## src/rtl/counter_pkg.sv

```systemverilog
`default_nettype none
// ============================================================================
//  Module      : counter_pkg
//  Description : Shared direction/mode encodings and the load-value clamp.
//  Revision    : 1.0  initial release
// ============================================================================
package counter_pkg;

    localparam logic DIR_UP    = 1'b1;
    localparam logic DIR_DOWN  = 1'b0;
    localparam logic MODE_WRAP = 1'b0;
    localparam logic MODE_SAT  = 1'b1;

    // Operates on 32-bit values so one function serves every counter width.
    function automatic logic [31:0] clamp_to_max(input logic [31:0] value,
                                                 input logic [31:0] max_value);
        return (value > max_value) ? max_value : value;
    endfunction

endpackage
`default_nettype wire

```

## src/rtl/counter_prescaler.sv

```systemverilog
`default_nettype none
// ============================================================================
//  Module      : counter_prescaler
//  Description : Emits a one-cycle STEP strobe every PRESCALE enabled cycles.
//  Revision    : 1.0  initial release
// ============================================================================
module counter_prescaler #(
    parameter int PRESCALE = 1
) (
    input  logic CLOCK,
    input  logic RESET,
    input  logic ENABLE,
    input  logic CLEAR,
    output logic STEP
);

    generate
        if (PRESCALE <= 1) begin : g_passthrough
            logic w_unused;
            assign w_unused = &{1'b0, CLOCK, RESET, CLEAR};
            assign STEP     = ENABLE;
        end else begin : g_count
            localparam int              CW     = $clog2(PRESCALE);
            localparam logic [CW-1:0]   c_last = CW'(PRESCALE - 1);

            logic [CW-1:0] r_count;

            assign STEP = ENABLE && (r_count == c_last);

            always_ff @(posedge CLOCK) begin
                if (RESET || CLEAR) begin
                    r_count <= '0;
                end else if (ENABLE) begin
                    r_count <= (r_count == c_last) ? '0 : r_count + CW'(1);
                end
            end
        end
    endgenerate

endmodule
`default_nettype wire

```

## src/rtl/mode_counter.sv

```systemverilog
`default_nettype none
// ============================================================================
//  Module      : mode_counter
//  Description : Up/down counter with programmable top, wrap/saturate mode,
//                synchronous load, prescaler and TC/WRAP/OVF status.
//  Revision    : 1.0  initial release
// ============================================================================
module mode_counter
    import counter_pkg::*;
#(
    parameter int WIDTH     = 4,
    parameter int MAX_VALUE = (1 << WIDTH) - 1,
    parameter int PRESCALE  = 1
) (
    input  logic             CLOCK,
    input  logic             RESET,
    input  logic             ENABLE,
    input  logic             LOAD,
    input  logic [WIDTH-1:0] LOAD_VALUE,
    input  logic             UP,
    input  logic             SATURATE,
    input  logic             CLEAR_OVF,
    output logic [WIDTH-1:0] OUT,
    output logic             TC,
    output logic             WRAP,
    output logic             OVF
);

    localparam logic [WIDTH-1:0] c_max = WIDTH'(MAX_VALUE);

    logic             w_step;
    logic             w_at_top;
    logic             w_at_bottom;
    logic             w_boundary;
    logic [WIDTH-1:0] w_next;
    logic [WIDTH-1:0] w_load_clamped;
    logic [WIDTH-1:0] r_out;
    logic             r_wrap;
    logic             r_ovf;

    counter_prescaler #(
        .PRESCALE (PRESCALE)
    ) u_prescaler (
        .CLOCK  (CLOCK),
        .RESET  (RESET),
        .ENABLE (ENABLE),
        .CLEAR  (LOAD),
        .STEP   (w_step)
    );

    assign w_at_top       = (r_out == c_max);
    assign w_at_bottom    = (r_out == '0);
    assign w_boundary     = w_step && ((UP == DIR_UP) ? w_at_top : w_at_bottom);
    assign w_load_clamped = WIDTH'(clamp_to_max(32'(LOAD_VALUE), 32'(MAX_VALUE)));

    // The boundary cases never form OUT+1 or OUT-1, so a non-power-of-two
    // top value wraps to exactly 0 / MAX_VALUE.
    always_comb begin
        w_next = r_out;
        if (UP == DIR_UP) begin
            if (w_at_top) begin
                w_next = (SATURATE == MODE_SAT) ? c_max : '0;
            end else begin
                w_next = r_out + WIDTH'(1);
            end
        end else begin
            if (w_at_bottom) begin
                w_next = (SATURATE == MODE_SAT) ? '0 : c_max;
            end else begin
                w_next = r_out - WIDTH'(1);
            end
        end
    end

    always_ff @(posedge CLOCK) begin
        if (RESET) begin
            r_out  <= '0;
            r_wrap <= 1'b0;
            r_ovf  <= 1'b0;
        end else if (LOAD) begin
            r_out  <= w_load_clamped;
            r_wrap <= 1'b0;
            if (CLEAR_OVF) begin
                r_ovf <= 1'b0;
            end
        end else begin
            r_wrap <= w_boundary;
            if (w_step) begin
                r_out <= w_next;
            end
            // A boundary step on the same edge as a clear keeps the flag set.
            if (w_boundary) begin
                r_ovf <= 1'b1;
            end else if (CLEAR_OVF) begin
                r_ovf <= 1'b0;
            end
        end
    end

    assign OUT  = r_out;
    assign TC   = (UP == DIR_UP) ? w_at_top : w_at_bottom;
    assign WRAP = r_wrap;
    assign OVF  = r_ovf;

endmodule
`default_nettype wire

```

## config.mk

```make
export PLATFORM = sky130hd
export DESIGN_NAME = mode_counter
export DESIGN_NICKNAME = d
export VERILOG_FILES = /design/src/rtl/counter_pkg.sv /design/src/rtl/counter_prescaler.sv /design/src/rtl/mode_counter.sv
export SDC_FILE = /design/constraint.sdc
export NUM_CORES = 1
export LEC_CHECK = 0
export ABC_AREA = 0
export BUFFER_PORTS_ARGS = -buffer_cell sky130_fd_sc_hd__buf_2
export CELL_PAD_IN_SITES_DETAIL_PLACEMENT = 1
export CELL_PAD_IN_SITES_GLOBAL_PLACEMENT = 2
export CORE_UTILIZATION = 28
export DETAILED_ROUTE_END_ITERATION = 10
export PLACE_DENSITY = 0.85
export SLEW_MARGIN = 30
export SYNTH_ARGS = -nofsm -noshare
export SYNTH_HDL_FRONTEND = slang
export SYNTH_SLANG_ARGS = --single-unit
```

## constraint.sdc

```tcl
create_clock -name CLOCK -period 3.4 [get_ports CLOCK]
set_input_delay 0.34 -clock CLOCK [delete_from_list [all_inputs] [get_ports CLOCK]]
set_output_delay 0.34 -clock CLOCK [all_outputs]
set_load 0.05 [all_outputs]
```

==> results.sh <==
export IMPL_ys_seq_elements=6
export IMPL_drc=0
export IMPL_rr_startpoint="OUT[0]"
export IMPL_stdcell_area_um2=638
export IMPL_cts_buffer_depth=2
export IMPL_cts_inserted_buffers=3
export IMPL_rrSetupSlack_ns=1.70
export IMPL_synth_common_cells="dfxtp_1, a21oi_1, inv_1"
export IMPL_met1_usage_pct=19.5
export IMPL_first_global_vias=449
export IMPL_layout_setup_ws_ns=1.46
export IMPL_diodes=0
export IMPL_whs_path_depth=2
export IMPL_synth_top_cells_by_area="dfxtp_1, a211oi_2, a21oi_1"
export IMPL_fin_nets=93
export IMPL_grt_use_met2_pct=20.6
export IMPL_hold_start="RESET"
export IMPL_wl_per_cell_um=12.4
export IMPL_grt_max_degree=15
export IMPL_ctsHoldBuffers=0
export IMPL_period_minus_slack_ns=1.94
export IMPL_cts_root_buf="clkbuf_4"
export IMPL_die_area_um2=2070
export IMPL_crit_type="register to output port"
export IMPL_run_status="completed"
export IMPL_fill_cells=230
export IMPL_fp_row_count=15
export IMPL_grt_pass1_wl_mm=2.08
export IMPL_cts_tree="done"
export IMPL_first_iter_violations=9
export IMPL_path_clk_slew_ns=0.05
export IMPL_slowest_delay_ns=0.35
export IMPL_synth_largest_area_cell="dfxtp_1"
export IMPL_synthSimpleGateAreaFrac_pct=25.5
export IMPL_antenna_left=0
export IMPL_portBuffers=17
export IMPL_skew_ns=0.00236
export IMPL_tightest_slew_ns=0.538
export IMPL_routed_wl_mm=1.28
export IMPL_post_dp_hpwl_um=998
export IMPL_crit_slowest_cell="dfxtp_1"
export IMPL_place_area_um2=616
export IMPL_io_pins=18
export IMPL_path_cells="inv_1, ha_1, nand2b_4, o31ai_4, buf_2"
export IMPL_postSynth_asyncResetShare_pct=0
export IMPL_power_leakage_nw=0.285
export IMPL_synth_compound_area_share_pct=35.7
export IMPL_maxCapViolCount=0
export IMPL_die_x_um=45.5
export IMPL_synth_flop_cell="dfxtp_1"
export IMPL_end_kind="output port"
export IMPL_power_density_nw_per_um2=370
export IMPL_synth_top_family_by_area="compound AO/OA/AOI/OAI gates"
export IMPL_yosysMostFrequentCell="dfxtp_1"
export IMPL_synth_cells=62
export IMPL_synth_mux_area_share_pct=2.13
export IMPL_startpoint_type="register"
export IMPL_cp_arrival_ns=1.60
export IMPL_finalSetupViolations=0
export IMPL_area_delta_synth_final_pct=20.6
export IMPL_drtPass1Iterations=4
export IMPL_syn_cell_area_um2=529
export IMPL_start_util_pct=30.3
export IMPL_synth_xor_area_share_pct=0
export IMPL_syn_nets=75
export IMPL_drive_gt1_share_pct=37.2
export IMPL_ctsResizeCount=0
export IMPL_rr_endpoint="OUT[1]"
export IMPL_place_ws_ns=1.66
export IMPL_core_area_um2=1750
export IMPL_gr_total_overflow=0
export IMPL_ir_drop_uv=158
export IMPL_worstSkewPairLatency_ns=0.25
export IMPL_antenna_found_initial=0
export IMPL_ys_warn_count=0
export IMPL_r2r_cells=6
export IMPL_hold_viol=0
export IMPL_gp_congestion=0.779
export IMPL_die_y_um=45.5
export IMPL_finalCritPeriodShare_pct=56.9
export IMPL_grtUsageMet3_pct=4.76
export IMPL_vias_per_cell=4.91
export IMPL_synthAdderAreaFrac_pct=4.73
export IMPL_critPathRequiredTime_ns=3.06
export IMPL_ys_seq_area_share_pct=22.7
export IMPL_hp_class="input port to register"
export IMPL_fmax_mhz=517
export IMPL_yosysUniqueCellTypes=32
export IMPL_grt_use_total_pct=14.1
export IMPL_syn_avg_cell_area_um2=8.54
export IMPL_htreeDepth=1
export IMPL_cts_sinks=6
export IMPL_fin_util_pct=36.6
export IMPL_post_cts_setup_buffers=0
export IMPL_cp_max_fo=6
export IMPL_tns_ns=0
export IMPL_vias=506
export IMPL_hold_path_end="OVF"
export IMPL_relSlewSlack_pct=64.1
export IMPL_busiest_layer="met2"
export IMPL_finalMaxSlewViolations=0
export IMPL_grt_setup_unrepaired="false"
export IMPL_synth_top_area_share_pct=22.7
export IMPL_synth_edf_count=0
-- worst max-delay path: cells and delay by family (launching register included) --
kind	cells	cell delay (ns)
and+or+nand+nor	1	0.10
DFF	1	0.35
adders and majority gates	1	0.29
buffers and inverters	2	0.42
AOI/OAI and AO/OA	1	0.18
-- power breakdown --
| part | switching [mW] | internal [mW] | total, mW |
|---|---|---|---|
| Sequential | 0.0110 | 0.0751 | 0.0861 |
| Combinational | 0.0517 | 0.0317 | 0.0835 |
| Clock | 0.0264 | 0.0400 | 0.0663 |
| Total | 0.0891 | 0.147 | 0.236 |
-- flip-flops by register name (all words and copies together), names as in the netlist --
register,flops
OVF,1
OUT,4
WRAP,1
-- cell usage in the layout, fill, tap and decap left out --
| cell type | count |
|---|---|
| a211oi_1 | 2 |
| a211oi_2 | 2 |
| a21boi_0 | 1 |
| a21o_1 | 1 |
| a21oi_1 | 5 |
| a2bb2o_4 | 1 |
| a31oi_1 | 1 |
| and3_1 | 1 |
| buf_2 | 17 |
| clkbuf_4 | 3 |
| dfxtp_1 | 6 |
| ha_1 | 2 |
| inv_1 | 5 |
| mux2_1 | 1 |
| nand2_1 | 4 |
| nand2b_1 | 1 |
| nand2b_4 | 1 |
| nand3_1 | 2 |
| nand4_2 | 1 |
| nor2_1 | 4 |
| nor2_2 | 1 |
| nor3_1 | 2 |
| nor3b_1 | 2 |
| nor3b_2 | 1 |
| nor4_2 | 1 |
| o2111ai_1 | 1 |
| o21ai_0 | 2 |
| o21ai_1 | 2 |
| o22ai_1 | 2 |
| o311a_1 | 2 |
| o31ai_4 | 1 |
-- metrics by stage --
step,cells,hold WS (ns),power [mW]
2_1_floorplan,62,0.405,0.152
3_3_place_gp,100,0.463,0.170
3_5_place_dp,100,0.461,0.171
4_1_cts,103,0.354,0.239
5_1_grt,103,0.357,0.253
6_report,103,0.364,0.236
-- area by class of cell --
type                            count  area (um2)  area share (%)
Multi-Input combinational cell     47         360            56.5
Sequential cell                     6         120            18.8
Timing Repair Buffer               17        85.1            13.3
Tap cell                           25        31.3            4.90
Clock buffer                        3        22.5            3.53
Inverter                            5        18.8            2.94
-- worst max path at each step --
stage	from	endpoint	slack, ns	depth (start not counted)
5_1_grt	OUT[0]	TC	1.31	5
6_report	OUT[0]	TC	1.46	5
4_1_cts	OUT[0]	TC	1.42	5
3_5_place_dp	OUT[0]	OUT[1]	1.66	6
3_3_place_gp	OUT[0]	OUT[1]	1.69	6
2_1_floorplan	OUT[0]	OUT[1]	1.45	6
-- per-layer routing --
| layer | vias to the layer above | wire length, um |
|---|---|---|
| met3 | 0 | 37 |
| li1 | 265 | - |
| met4 | 0 | 0 |
| met1 | 231 | 635 |
| met5 | - | 0 |
| met2 | 10 | 604 |
-- cells by family (layout without fill, tap and decap cells) --
logic type / Yosys count / after routing
flops: 6 / 6
fa+ha+maj: 2 / 2
mux: 1 / 1
buf+inv: 9 / 25
compound gates: 23 / 23
simple gates: 21 / 21
Note: power is estimated with default switching activity, not from simulation.
